<file path="config.mk">
export PLATFORM = sky130hd
export DESIGN_NAME = mmio_uart_tx_flat
export DESIGN_NICKNAME = d
export VERILOG_FILES = /design/src/rtl/mmio_pkg.sv /design/src/rtl/mmio_uart_tx_if.sv /design/src/rtl/uart_tx_fifo.sv /design/src/rtl/mmio_uart_tx.sv /design/src/flat_wrapper.sv
export SDC_FILE = /design/constraint.sdc
export NUM_CORES = 1
export LEC_CHECK = 0
export CAP_MARGIN = 10
export CORE_ASPECT_RATIO = 0.75
export CORE_MARGIN = 5
export CORE_UTILIZATION = 57
export CTS_CLUSTER_SIZE = 24
export DETAILED_ROUTE_END_ITERATION = 8
export PLACE_DENSITY = 0.86
export SYNTH_ARGS = -nofsm -noshare
export SYNTH_HDL_FRONTEND = slang
export SYNTH_HIERARCHICAL = 1
export SYNTH_SLANG_ARGS = --single-unit
export TNS_END_PERCENT = 1
</file>
<file path="constraint.sdc">
create_clock -name clock -period 7.9 [get_ports clock]
set_input_delay 1.185 -clock clock [delete_from_list [all_inputs] [get_ports clock]]
set_output_delay 1.185 -clock clock [all_outputs]
set_load 0.005 [all_outputs]
</file>
<file path="src/rtl/mmio_pkg.sv">
// Shared definitions for the memory-mapped UART console transmitter:
// FSM state encoding, default bus addresses and status-register bit layout.
package mmio_pkg;

  typedef enum logic [1:0] {
    IDLE  = 2'd0,
    START = 2'd1,
    DATA  = 2'd2,
    STOP  = 2'd3
  } TxState;

  localparam logic [7:0] DEFAULT_TX_ADDR     = 8'hFF;
  localparam logic [7:0] DEFAULT_STATUS_ADDR = 8'hFE;

  // Status register bit positions
  localparam int unsigned STATUS_BUSY     = 0;
  localparam int unsigned STATUS_EMPTY    = 1;
  localparam int unsigned STATUS_FULL     = 2;
  localparam int unsigned STATUS_OVERFLOW = 3;
  localparam int unsigned STATUS_WIDTH    = 4;

endpackage

</file>
<file path="src/rtl/mmio_uart_tx_if.sv">
// MEM-stage data-store bus as seen by memory-mapped peripherals.
//   mem_wren    : store enable
//   mem_addr    : low byte of the data address
//   mem_data    : store data
//   status_data : peripheral read-back word (combinational)
// master = core side, slave = peripheral side.
interface mmio_uart_tx_if;
  logic        mem_wren;
  logic [7:0]  mem_addr;
  logic [31:0] mem_data;
  logic [31:0] status_data;

  modport master (
    output mem_wren,
    output mem_addr,
    output mem_data,
    input  status_data
  );

  modport slave (
    input  mem_wren,
    input  mem_addr,
    input  mem_data,
    output status_data
  );
endinterface

</file>
<file path="src/rtl/uart_tx_fifo.sv">
// Byte-wide synchronous FIFO with occupancy count.
//   clock, clear (async active-low)
//   push/wrData : enqueue (ignored when full)
//   pop/rdData  : dequeue head (ignored when empty); rdData shows current head
//   full, empty, count (0..DEPTH)
module uart_tx_fifo #(
  parameter int unsigned DEPTH = 8
) (
  input  logic                     clock,
  input  logic                     clear,
  input  logic                     push,
  input  logic [7:0]               wrData,
  input  logic                     pop,
  output logic [7:0]               rdData,
  output logic                     full,
  output logic                     empty,
  output logic [$clog2(DEPTH):0]   count
);
  localparam int unsigned AW = $clog2(DEPTH);
  localparam int unsigned CW = AW + 1;

  logic [7:0]    mem [DEPTH];
  logic [AW-1:0] wrPtr;
  logic [AW-1:0] rdPtr;
  logic          doPush;
  logic          doPop;

  assign full   = (count == CW'(DEPTH));
  assign empty  = (count == '0);
  assign doPush = push && !full;
  assign doPop  = pop && !empty;
  assign rdData = mem[rdPtr];

  // Storage array, no reset needed: validity is tracked by the pointers
  always_ff @(posedge clock) begin
    if (doPush) mem[wrPtr] <= wrData;
  end

  // Pointers wrap naturally since DEPTH is a power of two
  always_ff @(posedge clock or negedge clear) begin
    if (!clear) begin
      wrPtr <= '0;
      rdPtr <= '0;
      count <= '0;
    end else begin
      if (doPush) wrPtr <= wrPtr + AW'(1);
      if (doPop)  rdPtr <= rdPtr + AW'(1);
      case ({doPush, doPop})
        2'b10:   count <= count + CW'(1);
        2'b01:   count <= count - CW'(1);
        default: count <= count;
      endcase
    end
  end
endmodule

</file>
<file path="src/rtl/mmio_uart_tx.sv">
// Memory-mapped console transmitter snooping MEM-stage stores.
//   clock, clear (async active-low)
//   bus         : store bus; bytes stored to TX_ADDR are queued, stores to
//                 STATUS_ADDR with data[0]=1 clear overflow; status_data reads
//                 {overflow, full, empty, busy} when addressed, else 0
//   tx          : 8N1 serial output, LSB first, idle high
//   busy        : frame in progress or bytes queued
//   fifo_count  : queued bytes
module mmio_uart_tx
  import mmio_pkg::*;
#(
  parameter int unsigned CLKS_PER_BIT = 16,
  parameter int unsigned FIFO_DEPTH   = 8,
  parameter logic [7:0]  TX_ADDR      = DEFAULT_TX_ADDR,
  parameter logic [7:0]  STATUS_ADDR  = DEFAULT_STATUS_ADDR
) (
  input  logic                          clock,
  input  logic                          clear,
  mmio_uart_tx_if.slave                 bus,
  output logic                          tx,
  output logic                          busy,
  output logic [$clog2(FIFO_DEPTH):0]   fifo_count
);
  localparam int unsigned BAUD_W = $clog2(CLKS_PER_BIT);
  localparam logic [BAUD_W-1:0] BAUD_LAST = BAUD_W'(CLKS_PER_BIT - 1);

  TxState              state;
  logic [BAUD_W-1:0]   baudCnt;
  logic [2:0]          bitIdx;
  logic [7:0]          shiftReg;
  logic                overflow;

  logic                pushReq;
  logic                clrReq;
  logic                pushEn;
  logic                popEn;
  logic                fifoFull;
  logic                fifoEmpty;
  logic [7:0]          fifoRdData;
  logic                baudLast;
  logic [STATUS_WIDTH-1:0] statusBits;
  logic                unusedData;

  // Address decode; only the low byte of a store is queued
  assign pushReq    = bus.mem_wren && (bus.mem_addr == TX_ADDR);
  assign clrReq     = bus.mem_wren && (bus.mem_addr == STATUS_ADDR) && bus.mem_data[0];
  assign pushEn     = pushReq && !fifoFull;
  assign popEn      = (state == IDLE) && !fifoEmpty;
  assign baudLast   = (baudCnt == BAUD_LAST);
  assign unusedData = ^bus.mem_data[31:8];

  uart_tx_fifo #(
    .DEPTH (FIFO_DEPTH)
  ) uFifo (
    .clock  (clock),
    .clear  (clear),
    .push   (pushEn),
    .wrData (bus.mem_data[7:0]),
    .pop    (popEn),
    .rdData (fifoRdData),
    .full   (fifoFull),
    .empty  (fifoEmpty),
    .count  (fifo_count)
  );

  // Decoded straight from state and FIFO registers
  assign busy = (state != IDLE) || !fifoEmpty;

  // Status read-back
  always_comb begin
    statusBits                  = '0;
    statusBits[STATUS_BUSY]     = busy;
    statusBits[STATUS_EMPTY]    = fifoEmpty;
    statusBits[STATUS_FULL]     = fifoFull;
    statusBits[STATUS_OVERFLOW] = overflow;
  end

  assign bus.status_data = (bus.mem_addr == STATUS_ADDR) ? 32'(statusBits) : 32'd0;

  // Sticky overflow; a drop in the same cycle as a clear keeps it set
  always_ff @(posedge clock or negedge clear) begin
    if (!clear) begin
      overflow <= 1'b0;
    end else if (pushReq && fifoFull) begin
      overflow <= 1'b1;
    end else if (clrReq) begin
      overflow <= 1'b0;
    end
  end

  // Serialiser: tx is registered and loaded with the level of the next phase
  always_ff @(posedge clock or negedge clear) begin
    if (!clear) begin
      state    <= IDLE;
      baudCnt  <= '0;
      bitIdx   <= '0;
      shiftReg <= '0;
      tx       <= 1'b1;
    end else begin
      case (state)
        IDLE: begin
          tx <= 1'b1;
          if (popEn) begin
            shiftReg <= fifoRdData;
            baudCnt  <= '0;
            state    <= START;
            tx       <= 1'b0;
          end
        end
        START: begin
          if (baudLast) begin
            baudCnt <= '0;
            bitIdx  <= '0;
            state   <= DATA;
            tx      <= shiftReg[0];
          end else begin
            baudCnt <= baudCnt + BAUD_W'(1);
          end
        end
        DATA: begin
          if (baudLast) begin
            baudCnt  <= '0;
            shiftReg <= shiftReg >> 1;
            if (bitIdx == 3'd7) begin
              state <= STOP;
              tx    <= 1'b1;
            end else begin
              bitIdx <= bitIdx + 3'd1;
              tx     <= shiftReg[1];
            end
          end else begin
            baudCnt <= baudCnt + BAUD_W'(1);
          end
        end
        STOP: begin
          tx <= 1'b1;
          if (baudLast) begin
            baudCnt <= '0;
            state   <= IDLE;
          end else begin
            baudCnt <= baudCnt + BAUD_W'(1);
          end
        end
        default: state <= IDLE;
      endcase
    end
  end
endmodule

</file>
<file path="src/flat_wrapper.sv">
// flat-port wrapper written by rule: the top's interface ports become plain ports
module mmio_uart_tx_flat import mmio_pkg::*;
#(
  parameter int unsigned CLKS_PER_BIT = 16,
  parameter int unsigned FIFO_DEPTH   = 8,
  parameter logic [7:0]  TX_ADDR      = DEFAULT_TX_ADDR,
  parameter logic [7:0]  STATUS_ADDR  = DEFAULT_STATUS_ADDR
)
  (clock, clear, tx, busy, fifo_count, bus_mem_wren, bus_mem_addr, bus_mem_data, bus_status_data);
  mmio_uart_tx_if bus_i ();
  input  logic clock;
  input  logic clear;
  output logic tx;
  output logic busy;
  output logic [$clog2(FIFO_DEPTH):0] fifo_count;
  input wire logic [$bits(bus_i.mem_wren)-1:0] bus_mem_wren;
  input wire logic [$bits(bus_i.mem_addr)-1:0] bus_mem_addr;
  input wire logic [$bits(bus_i.mem_data)-1:0] bus_mem_data;
  output wire logic [$bits(bus_i.status_data)-1:0] bus_status_data;
  assign bus_i.mem_wren = bus_mem_wren;
  assign bus_i.mem_addr = bus_mem_addr;
  assign bus_i.mem_data = bus_mem_data;
  assign bus_status_data = bus_i.status_data;
  mmio_uart_tx #(.CLKS_PER_BIT(CLKS_PER_BIT), .FIFO_DEPTH(FIFO_DEPTH), .TX_ADDR(TX_ADDR), .STATUS_ADDR(STATUS_ADDR)) u_core (.clock(clock), .clear(clear), .bus(bus_i), .tx(tx), .busy(busy), .fifo_count(fifo_count));
endmodule
</file>
==> flow_metrics.py <==
metrics = {
    "global_routing": {
        "track_usage_pct": 16.1,
        "grt_pass1_wl_mm": 12.2,
        "antenna_found_initial": 0,
        "grt_pass1_vias": 2434,
        "gr-total-overflow": 0,
        "grt_max_degree": 30,
    },
    "drt": {
        "firstDrtPassIters": 4,
        "routed_via_density": 5.68,
        "drtIter0Drc": 235,
        "drc": 0,
        "num_vias": 2520,
        "totalWireLength_mm": 7.71,
        "post_drt_wl_per_cell_um": 17.4,
        "final_antenna_net_count": 0,
    },
    "worst_setup_path": {
        "worst_r2r_endpoint": "u_core/uFifo/count[3]",
        "startpoint_type": "primary input",
        "critPathMostFrequentCell": "clkdlybuf4s50_1",
        "critPathRequiredTime_ns": 6.71,
        "r2r_slack_ns": 4.36,
        "endpoint_kind": "output port",
        "cp_data_arrival_time_ns": 2.74,
        "crit_start": "bus_mem_addr[6]",
        "worstPathMaxFanout": 3,
        "cp_cell_sequence": "clkdlybuf4s50_1 > nand4_1 > nor3_1 > and2_1 > clkdlybuf4s50_1",
        "r2r-start": "u_core/uFifo/count[0]",
        "slowest_stage": "clkdlybuf4s50_1",
        "slowest_delay_ns": 0.51,
        "rr_worst_depth": 9,
        "crit_type": "primary input to output port",
    },
    "clock_network": {
        "cts_num_sinks": 93,
        "clock_latency_ns": 0.36,
        "root_buffer": "clkbuf_8",
        "numCtsBuffers": 9,
        "cts_buffer_depth": 2,
        "cts_hold_buf": 0,
        "htree_levels": 3,
        "path_clk_slew_ns": 0.09,
        "cts_tree": "yes",
        "post_cts_buffers": 0,
        "post_cts_resized": 0,
    },
    "min_path": {
        "hold_start": "u_core/baudCnt[1]",
        "holdPathStages": 2,
        "hold_path.class": "register to register",
        "hold_end": "u_core/baudCnt[1]",
    },
    "place": {
        "gp_congestion": 0.768,
        "io_buffers": 28,
        "dp_cells": 428,
        "place_area_mm2": 0.00480,
        "dp_hpwl_mm": 5.27,
    },
    "logic_synthesis": {
        "ys_ff_latch": 93,
        "synth-async-reset-ratio_pct": 31.2,
        "ys_warn_count": 6,
        "synth-seq-area-share_pct": 58.2,
        "synth_area_leaders": "edfxtp_1 (42%), dfrtp_1 (15%), mux4_1 (9.2%), buf_4 (4.6%), ha_1 (3.6%)",
        "yosysUniqueCellTypes": 62,
        "syn_inst": 302,
        "synthFlopType": "edfxtp_1",
        "synth_edf_count": 64,
        "synth_area_leader_cell": "edfxtp_1",
        "syn_area_mm2": 0.00455,
        "syn_avg_cell_area_um2": 15.1,
        "netlist.area_leader.share_pct": 42.2,
    },
    "die": {
        "core-area_mm2": 0.00785,
        "die_w_um": 113,
        "ios": 81,
        "die-area_mm2": 0.00989,
        "die_y_um": 87.4,
        "rows": 28,
        "initial_core_util_pct": 58.0,
    },
    "power_and_ir_drop": {
        "leakage_nw": 1.88,
        "powerDensity_mw_per_mm2": 170,
        "peakVddDrop_mv": 0.114,
        "power_w": 0.000844,
    },
    "sta": {
        "slew_headroom_pct": 36.9,
        "finalCritPeriodShare_pct": 49.7,
        "clock-skew-final_ns": 0.0119,
        "worst_pin_slew_ns": 0.939,
        "min_period_ns": 3.93,
        "max_clock_freq_mhz": 255,
        "rsz0062_at_grt": "no",
        "drv_slew": 0,
        "fin_setup_tns_ns": 0,
        "report.final.hold_viol_count": 0,
        "setup_violations": 0,
    },
    "cells_and_area": {
        "drive_gt1_share_pct": 13.3,
        "num_antenna_cells": 0,
        "area_growth_pct": 9.35,
        "finish.instance_area_mm2": 0.00498,
        "fillers": 565,
        "nets": 391,
        "final-instance-count-excl-fill": 444,
    },
    "status": {
        "status": "complete, no violations",
    },
    "flow_run": {
        "cap_violations": 0,
    },
}
[kinds of logic after synthesis]
logic type | count (synthesis) | share of synthesized area, %
multiplexers | 30 | 12.6
AND/OR/NAND/NOR | 72 | 9.49
adder cells (fa/ha/maj) | 14 | 4.01
other | 1 | 0.0824
XOR/XNOR | 6 | 1.15
buffers and inverters | 48 | 7.31
AO/OA/AOI/OAI | 38 | 7.09
flip-flops | 93 | 58.2
[worst max path at each step]
| stage | end | slack, ns | cells past startpoint |
|---|---|---|---|
| after global routing | bus_status_data[1] | 3.90 | 5 |
| after floorplan | u_core/uFifo/count[3] | 4.57 | 8 |
| after CTS | bus_status_data[1] | 3.99 | 5 |
| after detailed placement | u_core/uFifo/count[3] | 3.90 | 9 |
| after global placement | u_core/uFifo/count[3] | 3.93 | 9 |
| final | bus_status_data[1] | 3.97 | 5 |
[cells in the mapped netlist, types with 5 or more instances]
cell	number
edfxtp_1	64
mux2_2	11
mux4_1	16
o21ai_0	8
buf_4	28
nand2b_1	10
nor2_1	7
nand2_1	12
xnor2_1	5
a21oi_1	5
nand3_1	9
dfrtp_1	28
inv_1	10
ha_1	13
[routing by layer]
layer | GRT usage [%] | wire (um)
met5 | 0 | 0
met4 | 3.60 | 51
met3 | 4.86 | 417
met1 | 20.9 | 3340
met2 | 27.0 | 3900
[placed cells by master, fill, tap and decap left out, types with 2 or more instances in the layout]
cell type        Yosys  layout
nor3_1               4       4
clkbuf_8             0       9
ha_1                13      13
dfrtp_1             28      28
inv_6                0       3
inv_1               10      10
a2bb2oi_1            2       2
xnor2_1              5       5
mux4_1              16      16
nor2b_1              2       2
clkdlybuf4s50_1      0      28
and2_1               2       2
buf_4               28       3
edfxtp_1            64      64
conb_1               1      28
nand2b_1            10      10
o221a_2              4       4
nand3_1              9       9
mux2i_1              2       2
nand2_1             12      12
nand3b_1             2       2
nor3b_1              3       3
nor4_1               4       4
a22o_1               4       4
and4_1               2       2
a21oi_1              5       5
nor2_1               7       7
o221a_1              3       3
mux2_2              11      11
nand4_1              3       3
o21ai_0              8       8
[where the power goes]
group	internal [W]	switching [W]
Combinational	0.0000128	0.0000151
Clock	0.000120	0.000171
Sequential	0.000523	0.00000271
[sequential cells by signal, summed over array words and instances (netlist names)]
name and count:
u_core/uFifo/mem 64, u_core/overflow 1, u_core/uFifo/wrPtr 3, u_core/uFifo/rdPtr 3, u_core/uFifo/count 4, u_core/state 2
u_core/shiftReg 8, u_core/baudCnt 4, u_core/bitIdx 3, u_core/tx 1
[stage by stage]
step	hold WS (ns)	utilization, %	worst slack [ns]
6_report	0.539	63.4	3.97
4_1_cts	0.532	63.4	3.99
3_3_place_gp	0.502	61.1	3.93
3_5_place_dp	0.509	61.1	3.90
2_1_floorplan	0.483	-	4.57
5_1_grt	0.563	63.4	3.90
[cell type report]
type                    count  area (um^2)  share of cell area (%)
flip-flops and latches     93         2650                    53.2
clock buffers              10          128                    2.56
inverters                  11         43.8                   0.880
multi-input cells         188         1670                    33.6
clock inverters             6         51.3                    1.03
repair buffers             31          303                    6.08
well taps                 105          131                    2.64
[critical path, delay by kind of cell]
kind | cells | cell delay (ns)
buffers and inverters | 2 | 0.99
and+or+nand+nor | 3 | 0.57
No activity file was read; power rests on OpenSTA's default activity.
